$ cat src/rtl/rr_mux8_arbiter.sv
// rr_mux8_arbiter: round-robin arbiter sharing one 8:1 data mux among eight
// requesters, presenting the granted channel on a valid/ready output port.
// Each grant is limited to MAX_BEATS accepted transfers.
// Optional build macro ARB_FIXED_PRI_EN: lowest-index requester always wins
// (the rotating pointer is still tracked but not consulted).
module rr_mux8_arbiter #(
    parameter int WIDTH     = 8,
    parameter int MAX_BEATS = 4
) (
    input  logic               clk,
    input  logic               rst,
    input  logic [7:0]         req,
    input  logic [8*WIDTH-1:0] din,
    input  logic               out_ready,
    output logic               out_valid,
    output logic [WIDTH-1:0]   dout,
    output logic [2:0]         sel,
    output logic [7:0]         gnt,
    output logic [7:0]         ack
);

    localparam int CNT_W = $clog2(MAX_BEATS + 1);
    localparam logic [CNT_W-1:0] CNT_LAST = CNT_W'(MAX_BEATS - 1);

    typedef enum logic {
        IDLE  = 1'b0,
        GRANT = 1'b1
    } state_t;

    state_t           r_state, w_state_nxt;
    logic [2:0]       r_sel, w_sel_nxt;
    logic [2:0]       r_last, w_last_nxt;
    logic [7:0]       r_gnt, w_gnt_nxt;
    logic [CNT_W-1:0] r_cnt, w_cnt_nxt;

    logic             w_beat;
    logic             w_release;
    // {found, index} from the arbiter, for the idle start and for release
    logic [3:0]       w_pick_idle;
    logic [3:0]       w_pick_rel;

`ifdef ARB_FIXED_PRI_EN
    // Lowest-index set bit wins; position of the pointer is irrelevant.
    function automatic logic [3:0] f_pick(input logic [7:0] req_v);
        logic [3:0] res;
        res = 4'b0;
        for (int i = 7; i >= 0; i--) begin
            if (req_v[i]) res = {1'b1, 3'(i)};
        end
        return res;
    endfunction

    assign w_pick_idle = f_pick(req);
    assign w_pick_rel  = w_pick_idle;
`else
    // First set bit searching from ptr+1 upward, wrapping 7->0; ptr itself last.
    // Scanning from the far end down lets the nearest candidate overwrite.
    function automatic logic [3:0] f_pick(input logic [7:0] req_v, input logic [2:0] ptr);
        logic [3:0] res;
        logic [2:0] idx;
        res = 4'b0;
        for (int i = 8; i >= 1; i--) begin
            idx = ptr + 3'(i);
            if (req_v[idx]) res = {1'b1, idx};
        end
        return res;
    endfunction

    assign w_pick_idle = f_pick(req, r_last);
    assign w_pick_rel  = f_pick(req, r_sel);
`endif

    assign out_valid = (r_state == GRANT) && req[r_sel];
    assign dout      = (r_state == GRANT) ? din[r_sel*WIDTH +: WIDTH] : '0;
    assign w_beat    = out_valid && out_ready;
    assign ack       = r_gnt & {8{w_beat}};
    assign sel       = r_sel;
    assign gnt       = r_gnt;

    // A dropped request frees the grant (no beat is possible then), as does
    // the final allowed beat of the grant.
    assign w_release = (r_state == GRANT) &&
                       (!req[r_sel] || (w_beat && (r_cnt == CNT_LAST)));

    // Next-state: grant start, beat counting, release with same-cycle re-arbitration
    always_comb begin
        w_state_nxt = r_state;
        w_sel_nxt   = r_sel;
        w_last_nxt  = r_last;
        w_cnt_nxt   = r_cnt;
        case (r_state)
            IDLE: begin
                if (w_pick_idle[3]) begin
                    w_state_nxt = GRANT;
                    w_sel_nxt   = w_pick_idle[2:0];
                    w_cnt_nxt   = '0;
                end
            end
            GRANT: begin
                if (w_release) begin
                    w_last_nxt = r_sel;
                    w_cnt_nxt  = '0;
                    if (w_pick_rel[3]) begin
                        w_sel_nxt = w_pick_rel[2:0];
                    end else begin
                        w_state_nxt = IDLE;
                    end
                end else if (w_beat) begin
                    w_cnt_nxt = r_cnt + CNT_W'(1);
                end
            end
        endcase
        w_gnt_nxt = (w_state_nxt == GRANT) ? (8'b1 << w_sel_nxt) : 8'b0;
    end

    // State, select, grant, beat count and rotating pointer registers
    always_ff @(posedge clk) begin
        if (rst) begin
            r_state <= IDLE;
            r_sel   <= 3'd0;
            r_gnt   <= 8'b0;
            r_cnt   <= '0;
            r_last  <= 3'd7;
        end else begin
            r_state <= w_state_nxt;
            r_sel   <= w_sel_nxt;
            r_gnt   <= w_gnt_nxt;
            r_cnt   <= w_cnt_nxt;
            r_last  <= w_last_nxt;
        end
    end

endmodule

$ cat config.mk
export PLATFORM = sky130hd
export DESIGN_NAME = rr_mux8_arbiter
export DESIGN_NICKNAME = d
export VERILOG_FILES = /design/src/rtl/rr_mux8_arbiter.sv
export SDC_FILE = /design/constraint.sdc
export NUM_CORES = 1
export LEC_CHECK = 0
export CAP_MARGIN = 10
export CORE_UTILIZATION = 35
export DETAILED_ROUTE_END_ITERATION = 10
export SLEW_MARGIN = 0
export SYNTH_ARGS = -nofsm -noshare
export SYNTH_HDL_FRONTEND = slang
export SYNTH_SLANG_ARGS = --single-unit
$ cat constraint.sdc
create_clock -name clk -period 3.9 [get_ports clk]
set_clock_uncertainty 0.05 [all_clocks]
set_input_delay 0.78 -clock clk [delete_from_list [all_inputs] [get_ports clk]]
set_output_delay 0.78 -clock clk [all_outputs]
set_load 0.01 [all_outputs]
Yosys cells after proc, flatten, opt, wreduce, memory -nomap -nowiden:

Cells that the tools add are included.

* add/subtract/negate cells: 15
* order comparisons: 16
* equality and inequality tests: 3
* shift operators: 2
* mux-type cells: 61
* bitwise operators: 3
* reduce and logical (&&, ||, !) cells: 9

Operator list (number)
* 3-bit by 4-bit < comparator with 1-bit output, second input constant: 16
* 4-bit 2-to-1 mux: 16
* 64-bit by 7-bit indexed part select with 8-bit output: 1
* 1-bit binary-select mux with 3-bit select: 16
* 3-bit adder, second input constant: 8
* 1-bit 2-to-1 mux: 19
* 3-bit 2-to-1 mux: 6
* 3-bit by 2-bit adder with 3-bit output, second input constant: 4
* 3-bit one-hot mux with 2 select lines: 2
* 3-bit by 1-bit adder with 3-bit output, second input constant: 3
* 8-bit bitwise AND: 1
* 8-bit 2-to-1 mux: 1
* 1-bit by 3-bit left shift with 8-bit output, first input constant: 1
* 1-bit logical AND: 4
* 2-bit AND reduction: 2
* 3-bit by 2-bit == test with 1-bit output, second input constant: 1
* 3-bit by 1-bit != test with 1-bit output, second input constant: 1
* 2-bit != test, second input constant: 1
* 1-bit NOT: 2
* 1-bit one-hot mux with 2 select lines: 1
* 2-bit OR reduction: 1
* 1-bit logical NOT: 1
* 1-bit logical OR: 1

* register bits: 18
* input port bits: 75
* output and inout bits: 28
* word-level logic and storage cells: 114

Logic depth before layout (Yosys ltp):

Gate-level depths: netlist (run 1).

* depth after elaboration: 15
* gate-level depth with buffers: 13
* gate-level depth less buffers: 10

Worst setup path after synthesis (run 1):

OpenSTA, ideal clock, no wires.

* path type: reg2reg
* start point: register r_sel[1], in the netlist sel[1]
* end point: register r_gnt[7], in the netlist gnt[7]
* library setup time: 0.116 ns
* arrival: 3.366 ns
* required time: 3.734 ns
* path slack: 0.368 ns
* stages on the path, launching flop included: 14
* path buffers: 3
* period minus slack after synthesis: 3.532 ns
* cell sequence: dfxtp_1 clkbuf_1 clkbuf_1 inv_1 ha_1 buf_4 mux2i_1 mux4_2 nand2b_1 a311oi_2 mux2i_1 a211oi_2 nand2b_2 and3b_1

* cells in the longest elaborated chain, start to end: 15
* elaborated cells on any way between the ends: 47
* those cells by class: add/sub (7); shift (1); mux (31); bitwise (1); reduce/logical (7)

Ends and longest elaborated chain
* start, declared: line 31 `logic [2:0] r_sel, w_sel_nxt;`
* start signal, assigned: line 126 `r_sel <= w_sel_nxt;`
* 3-bit adder / 1-bit binary-select mux with 3-bit select (equally long branches)
* 1-bit binary-select mux with 3-bit select / 1-bit 2-to-1 mux (equally long branches): line 64, 73, 83
* 1-bit 2-to-1 mux (not written as such) / 4-bit 2-to-1 mux (equally long branches): line 64 `if (req_v[idx]) res = {1'b1, idx};`
* 4-bit 2-to-1 mux (7 in series): line 64
* 1-bit 2-to-1 mux: line 103 `if (w_pick_rel[3]) begin`
* 1-bit 2-to-1 mux: line 100 `if (w_release) begin`
* 1-bit one-hot mux with 2 select lines: line 91 `case (r_state)`
* 1-bit NOT (no line)
* 2-bit OR reduction (no line)
* end signal, assigned: line 127 `r_gnt <= w_gnt_nxt;`
* end, declared: line 33 `logic [7:0] r_gnt, w_gnt_nxt;`

Several ways; a longest one is shown, not always the timed one. The select of a mux whose other input is x is not followed.
A chain may end at the register's enable or synchronous reset.

Final worst setup path (run 1):

* start point: input req[2]
* end point: output ack[4]

* cells in the longest elaborated chain, start to end: 5

Ends and longest elaborated chain
* start, declared: line 12 `input logic [7:0] req,`
* 1-bit binary-select mux with 3-bit select: line 73 `assign out_valid = (r_state == GRANT) && req[r_sel];`
* 1-bit 2-to-1 mux (not written as such): line 73
* 1-bit logical AND: line 73
* 1-bit logical AND: line 75 `assign w_beat = out_valid && out_ready;`
* 8-bit bitwise AND: line 76 `assign ack = r_gnt & {8{w_beat}};`
* end, declared: line 19 `output logic [7:0] ack`

No other way between the ends. The select of a mux whose other input is x is not followed.

==> results.ini, run 1 <==
[floorplan]
initial_core_util_pct = 35.9
rows = 34
die_area_mm2 = 0.00929
core_area_mm2 = 0.00868
ios = 103
die_h_um = 96.4
die-width_um = 96.4

[clocking]
cts-htree-levels = 1
clk_path_buf_depth = 2
clk_pin_slew_worst_paths_ns = 0.06
cts_made_buffers = 3
ctsRootBufferMaster = clkbuf_8
cts_tree = built
clock_sinks = 18
cts-resized-gates = 0
clk_latency_ns = 0.25

[routing]
drt-wirelength-per-cell_um = 17.7
routed_wl_mm = 9.33
via_per_inst = 5.83
firstDrtPassIters = 5
drc = 0
vias = 3076
antenna_left = 0
drtIter0Drc = 148

[yosys]
ys_ff_latch = 18
synth_edf_count = 0
yosysWarnings = 0
synth_cell_types = 70
avgSynthCellArea_um2 = 9.63
syn_area_mm2 = 0.00312
synth_top_area_share_pct = 26.0
syn_inst = 324
ys.flop_type = dfxtp_1
yosys.area.top_type = mux4_2
synth_area_leaders = mux4_2 26%, dfxtp_1 12%, mux2i_1 8.0%
synth-seq-area-share_pct = 11.6
syn_nets = 405
async_flop_share_pct = 0

[pwr]
switchingPower_mw = 1.36
combPwrFrac_pct = 84.2
power_leakage_nw = 1.57
p_int_mw = 1.56
p_clk_share_pct = 5.0
power_density_mw_per_mm2 = 675
total_power_mw = 2.92
swShare_pct = 46.5
seq_power_share_pct = 10.8
vdd_drop_max_v = 0.000290

[setup_path]
path_class = primary input to primary output
end_kind = primary output
startpoint_type = primary input
cp_data_required_time_ns = 3.07
critPathMaxFanout = 8
arrival_ns = 2.93

[global_route]
antenna_found_initial = 0
grt_max_degree = 37
grt_usage_pct = 19.2
grt_overflow = 0
grt_pass1_wl_mm = 14.1
grt_pass1_vias = 2766

[timing]
period_needed_ns = 3.76
rsz0062_at_grt = no
slew_viol_final = 0
fin_crit_sh_pct = 96.5
worst_pin_slew_ns = 0.942
hold_viol = 0
slew_headroom_pct = 37.1
worst_slack_ns = 0.135
setup_viol = 0
fmax_mhz = 266
setup-tns-final_ns = 0

[layout]
layout-drive-gt1-share_pct = 23.8
final_cell_mix = 102 x clkdlybuf4s50_1, 36 x mux4_2, 30 x nor2_1, 25 x mux2i_1, 20 x buf_4
fin_nets = 502
area_growth_pct = 38.8
diodes = 0
final_common_cell = clkdlybuf4s50_1

[place]
pre_cts_slack_ns = 0.110
portBuffers = 102
gp_congestion = 0.839
hpwl_mm = 7.25

[status]
status = complete, no violations

[min_path]
hold_class = flip-flop to flip-flop

[job]
drv_cap = 0

-- cells in the mapped netlist, types with 3 or more instances --
library cell and count:
o21bai_1 3, o211ai_1 5, mux2_2 16, nand2_1 19, ha_1 6, dfxtp_1 18, buf_6 3, nor3b_2 4
o21ai_1 5, nor2b_1 4, a211oi_1 5, buf_2 10, and2_1 12, a21oi_1 10, clkbuf_1 13, nand2b_1 5
mux4_2 36, xor2_1 4, mux2_1 3, a31oi_1 6, inv_1 8, nor2_1 30, buf_1 3, o21ai_0 7
nor3_1 6, mux2i_1 25, a221oi_1 4
-- critical path, cell delays in order --
cell             delay (ns)
clkdlybuf4s50_1        0.42
mux4_2                 0.53
mux2i_4                0.23
nor2_1                 0.08
and2_1                 0.23
and2_1                 0.18
clkdlybuf4s50_1        0.47
-- power by group through the flow --
stage	combinational (mW)	sequential [mW]	clock, mW
6_report	2.46	0.315	0.147
5_1_grt	2.66	0.323	0.163
4_1_cts	2.45	0.315	0.152
3_5_place_dp	2.43	0.317	0
3_3_place_gp	2.41	0.316	0
2_1_floorplan	1.86	0.288	0
-- routing by layer --
layer	global-route usage, %	wire [µm]
met1	27.8	4220
met2	32.2	4770
met3	1.96	281
met4	1.23	48
met5	0	0
-- cell families after synthesis --
family / after synthesis / synth area share [%]
AOI/OAI and AO/OA: 72 / 17.1
xor gates and xnor gates: 6 / 1.68
adders and majority gates: 6 / 2.41
buffers and inverters: 41 / 6.18
DFF: 18 / 11.6
muxes: 84 / 43.4
and+or+nand+nor: 97 / 17.7
-- path summary, 6_finish.rpt --
path | start | end | slack [ns] | depth (start not counted)
min reg2reg | r_cnt[2]$_SDFFE_PP0P_ | r_cnt[2]$_SDFFE_PP0P_ | 0.44 | 2
min | r_cnt[2]$_SDFFE_PP0P_ | r_cnt[2]$_SDFFE_PP0P_ | 0.44 | 2
max | req[2] | ack[4] | 0.14 | 7
max reg2reg | r_last[0]$_SDFFE_PP1P_ | gnt[7]$_SDFF_PP0_ | 0.34 | 11
-- sequential cells by signal, summed over array words and instances (netlist names) --
register  cells
sel           3
r_last        3
gnt           8
r_cnt         3
r_state       1
-- per-stage QoR --
stage / instance area [µm²] / std cells / hold slack (ns) / util (%)
2_1_floorplan: 3120 / 324 / 0.407 / -
6_report: 4330 / 528 / 0.443 / 49.9
3_5_place_dp: 4270 / 523 / 0.429 / 49.2
5_1_grt: 4330 / 528 / 0.478 / 49.9
4_1_cts: 4320 / 527 / 0.444 / 49.8
3_3_place_gp: 4270 / 523 / 0.425 / 49.2
-- area by class of cell --
type	count	area, µm²
Clock buffer	4	55.1
Fill cell	825	4350
Inverter	11	41.3
Multi-Input combinational cell	265	2570
Sequential cell	18	362
Tap cell	108	135
Timing Repair Buffer	122	1170
-- timing repair --
| action | 4_1_cts | 5_1_grt |
|---|---|---|
| hold buffers | 0 | 0 |
| buffers inserted | 0 | 1 |
| setup endpoints to repair | 0 | 3 |
(Power assumes the default switching activity.)
==> inputs of run 2 (changes only) <==
--- a/config.mk
+++ b/config.mk
@@ -6,8 +6,9 @@
 export NUM_CORES = 1
 export LEC_CHECK = 0
 export CAP_MARGIN = 10
-export CORE_UTILIZATION = 35
+export CORE_UTILIZATION = 45
 export DETAILED_ROUTE_END_ITERATION = 10
+export PLACE_DENSITY = 0.85
 export SLEW_MARGIN = 0
 export SYNTH_ARGS = -nofsm -noshare
 export SYNTH_HDL_FRONTEND = slang
==> results.ini, run 2 (synthesis gave the netlist of run 1 again) <==
[pwr]
power_density_mw_per_mm2 = 682  ; +0.99%
power_leakage_nw = 1.58  ; +0.73%
vdd_drop_max_v = 0.000516  ; +78%

[routing]
drtIter0Drc = 259  ; +75%
drc = 0  ; unchanged
firstDrtPassIters = 7  ; +2
drt-wirelength-per-cell_um = 18.6  ; +5.4%
antenna_left = 0  ; unchanged
via_per_inst = 6.31  ; +8.4%
routed_wl_mm = 9.24  ; -0.96%
vias = 3131  ; +1.8%

[timing]
hold_viol = 0  ; unchanged
fin_crit_sh_pct = 97.7  ; +1.2 points
slew_viol_final = 0  ; unchanged
setup-tns-final_ns = 0  ; unchanged
rsz0062_at_grt = no
period_needed_ns = 3.81  ; +0.0455 ns
setup_viol = 0  ; unchanged
worst_pin_slew_ns = 0.948  ; +0.00588 ns
slew_headroom_pct = 36.7  ; -0.39 points
fmax_mhz = 262  ; -1.2%

[global_route]
grt_pass1_wl_mm = 14.7  ; +4.8%
grt_overflow = 0  ; unchanged
grt_pass1_vias = 2912  ; +5.3%
grt_usage_pct = 25.2  ; +6.1 points
antenna_found_initial = 0  ; unchanged
grt_max_degree = 37  ; unchanged

[layout]
final_cell_mix = 101 x clkdlybuf4s50_1, 36 x mux4_2, 30 x nor2_1, 25 x mux2i_1
layout-drive-gt1-share_pct = 24.1  ; +0.30 points
final_common_cell = clkdlybuf4s50_1
seq_area_um2 = 362  ; unchanged
fillers = 533  ; -35%
diodes = 0  ; unchanged
finalInstanceArea_mm2 = 0.00429  ; -0.92%
fin_nets = 501  ; -0.20%
largest_register_ffs = 8  ; unchanged
area_growth_pct = 37.5
multi_input_area_mm2 = 0.00257  ; +0.15%

[setup_path]
r2r-end = gnt[7]$_SDFF_PP0_
r2r-start = r_last[1]$_SDFFE_PP1P_
arrival_ns = 2.98  ; +0.05 ns
critPathMaxFanout = 8  ; unchanged
path_class = primary input to primary output
startpoint_type = primary input
end_kind = primary output
reg2reg_setup_slack_ns = 0.31  ; -0.03 ns
r2r_cells = 10  ; -1
cp_data_required_time_ns = 3.07  ; about the same

[clocking]
clk_pin_slew_worst_paths_ns = 0.07  ; about the same
cts_setup_buffers = 0  ; unchanged
cts-resized-gates = 0  ; unchanged
cts_tree = built
clk_latency_ns = 0.26  ; about the same
clock_sinks = 18  ; unchanged
cts_made_buffers = 3  ; unchanged
ctsRootBufferMaster = clkbuf_8
clk_path_buf_depth = 2  ; unchanged
cts_hold_repair.buffers = 0  ; unchanged
cts-htree-levels = 1  ; unchanged

[floorplan]
rows = 29  ; -15%
die_h_um = 85.3  ; -12%
core_area_mm2 = 0.00653  ; -25%
die_area_mm2 = 0.00727  ; -22%
initial_core_util_pct = 47.8  ; +12 points
die-width_um = 85.3  ; -12%
ios = 103  ; unchanged

[job]
drv_cap = 0  ; unchanged

[min_path]
whs_path_depth = 2  ; unchanged
hold_path_end = r_cnt[2]$_SDFFE_PP0P_
min_from = r_cnt[2]$_SDFFE_PP0P_
hold_class = flip-flop to flip-flop

[place]
portBuffers = 102  ; unchanged
place_area_mm2 = 0.00423  ; -0.91%
hpwl_mm = 7.20  ; -0.68%
gp_congestion = 0.907  ; +8.1%

[status]
status = complete, no violations

[run 2: changes by cell type in the layout (fill, tap and decap cells not counted)]
cell	delta
and2_2	+1
dlymetal6s2s_1	+1
buf_4	-1
clkdlybuf4s50_1	-1
and2_1	-1
ha_2	+1
ha_1	-1
[run 2: per-stage QoR]
step	worst slack [ns]	total power [mW]	hold slack, ns	util [%]	std cells
after floorplan	0.368	2.15	0.407	-	324
after global placement	0.190	2.66	0.427	64.8	492
after detailed placement	0.0918	2.74	0.442	64.8	492
after CTS	0.0811	2.90	0.462	65.6	496
after global routing	0.0207	3.12	0.491	65.7	496
final	0.0897	2.93	0.458	65.7	496
[run 2: critical path, cell delays in order]
cell	delay, ns
clkdlybuf4s50_1	0.43
mux4_2	0.54
mux2i_4	0.24
nor2_1	0.11
and2_2	0.25
and2_1	0.16
clkdlybuf4s50_1	0.47
[run 2: how the worst max path moves through the flow]
stage	startpoint	to	depth (start not counted)
final	req[3]	ack[2]	7
after global routing	req[2]	ack[0]	7
after CTS	req[3]	ack[7]	7
after detailed placement	req[3]	ack[7]	7
after floorplan	sel[1]$_SDFF_PP0_	gnt[7]$_SDFF_PP0_	13
after global placement	req[3]	ack[3]	7
[run 2: final cells by class]
class	count	share of cell area, %
clock buffers	4	1.28
well taps	77	2.25
inverters	11	0.962
flip-flops and latches	18	8.43
repair buffers	121	27.2
multi-input cells	265	59.9
[run 2: routing by layer]
metal / GRT usage [%] / part of all wire (%) / up-vias
met1: 34.6 / 40 / 1510
met2: 44.1 / 53 / 148
met3: 2.24 / 6.3 / 15
li1: - / - / 1458
met4: 4.39 / 1.1 / 0
met5: 0 / 0 / -
[run 2: power by group]
part | internal, mW | switching, mW
Clock | 0.0898 | 0.0637
Combinational | 1.24 | 1.23
Sequential | 0.237 | 0.0706
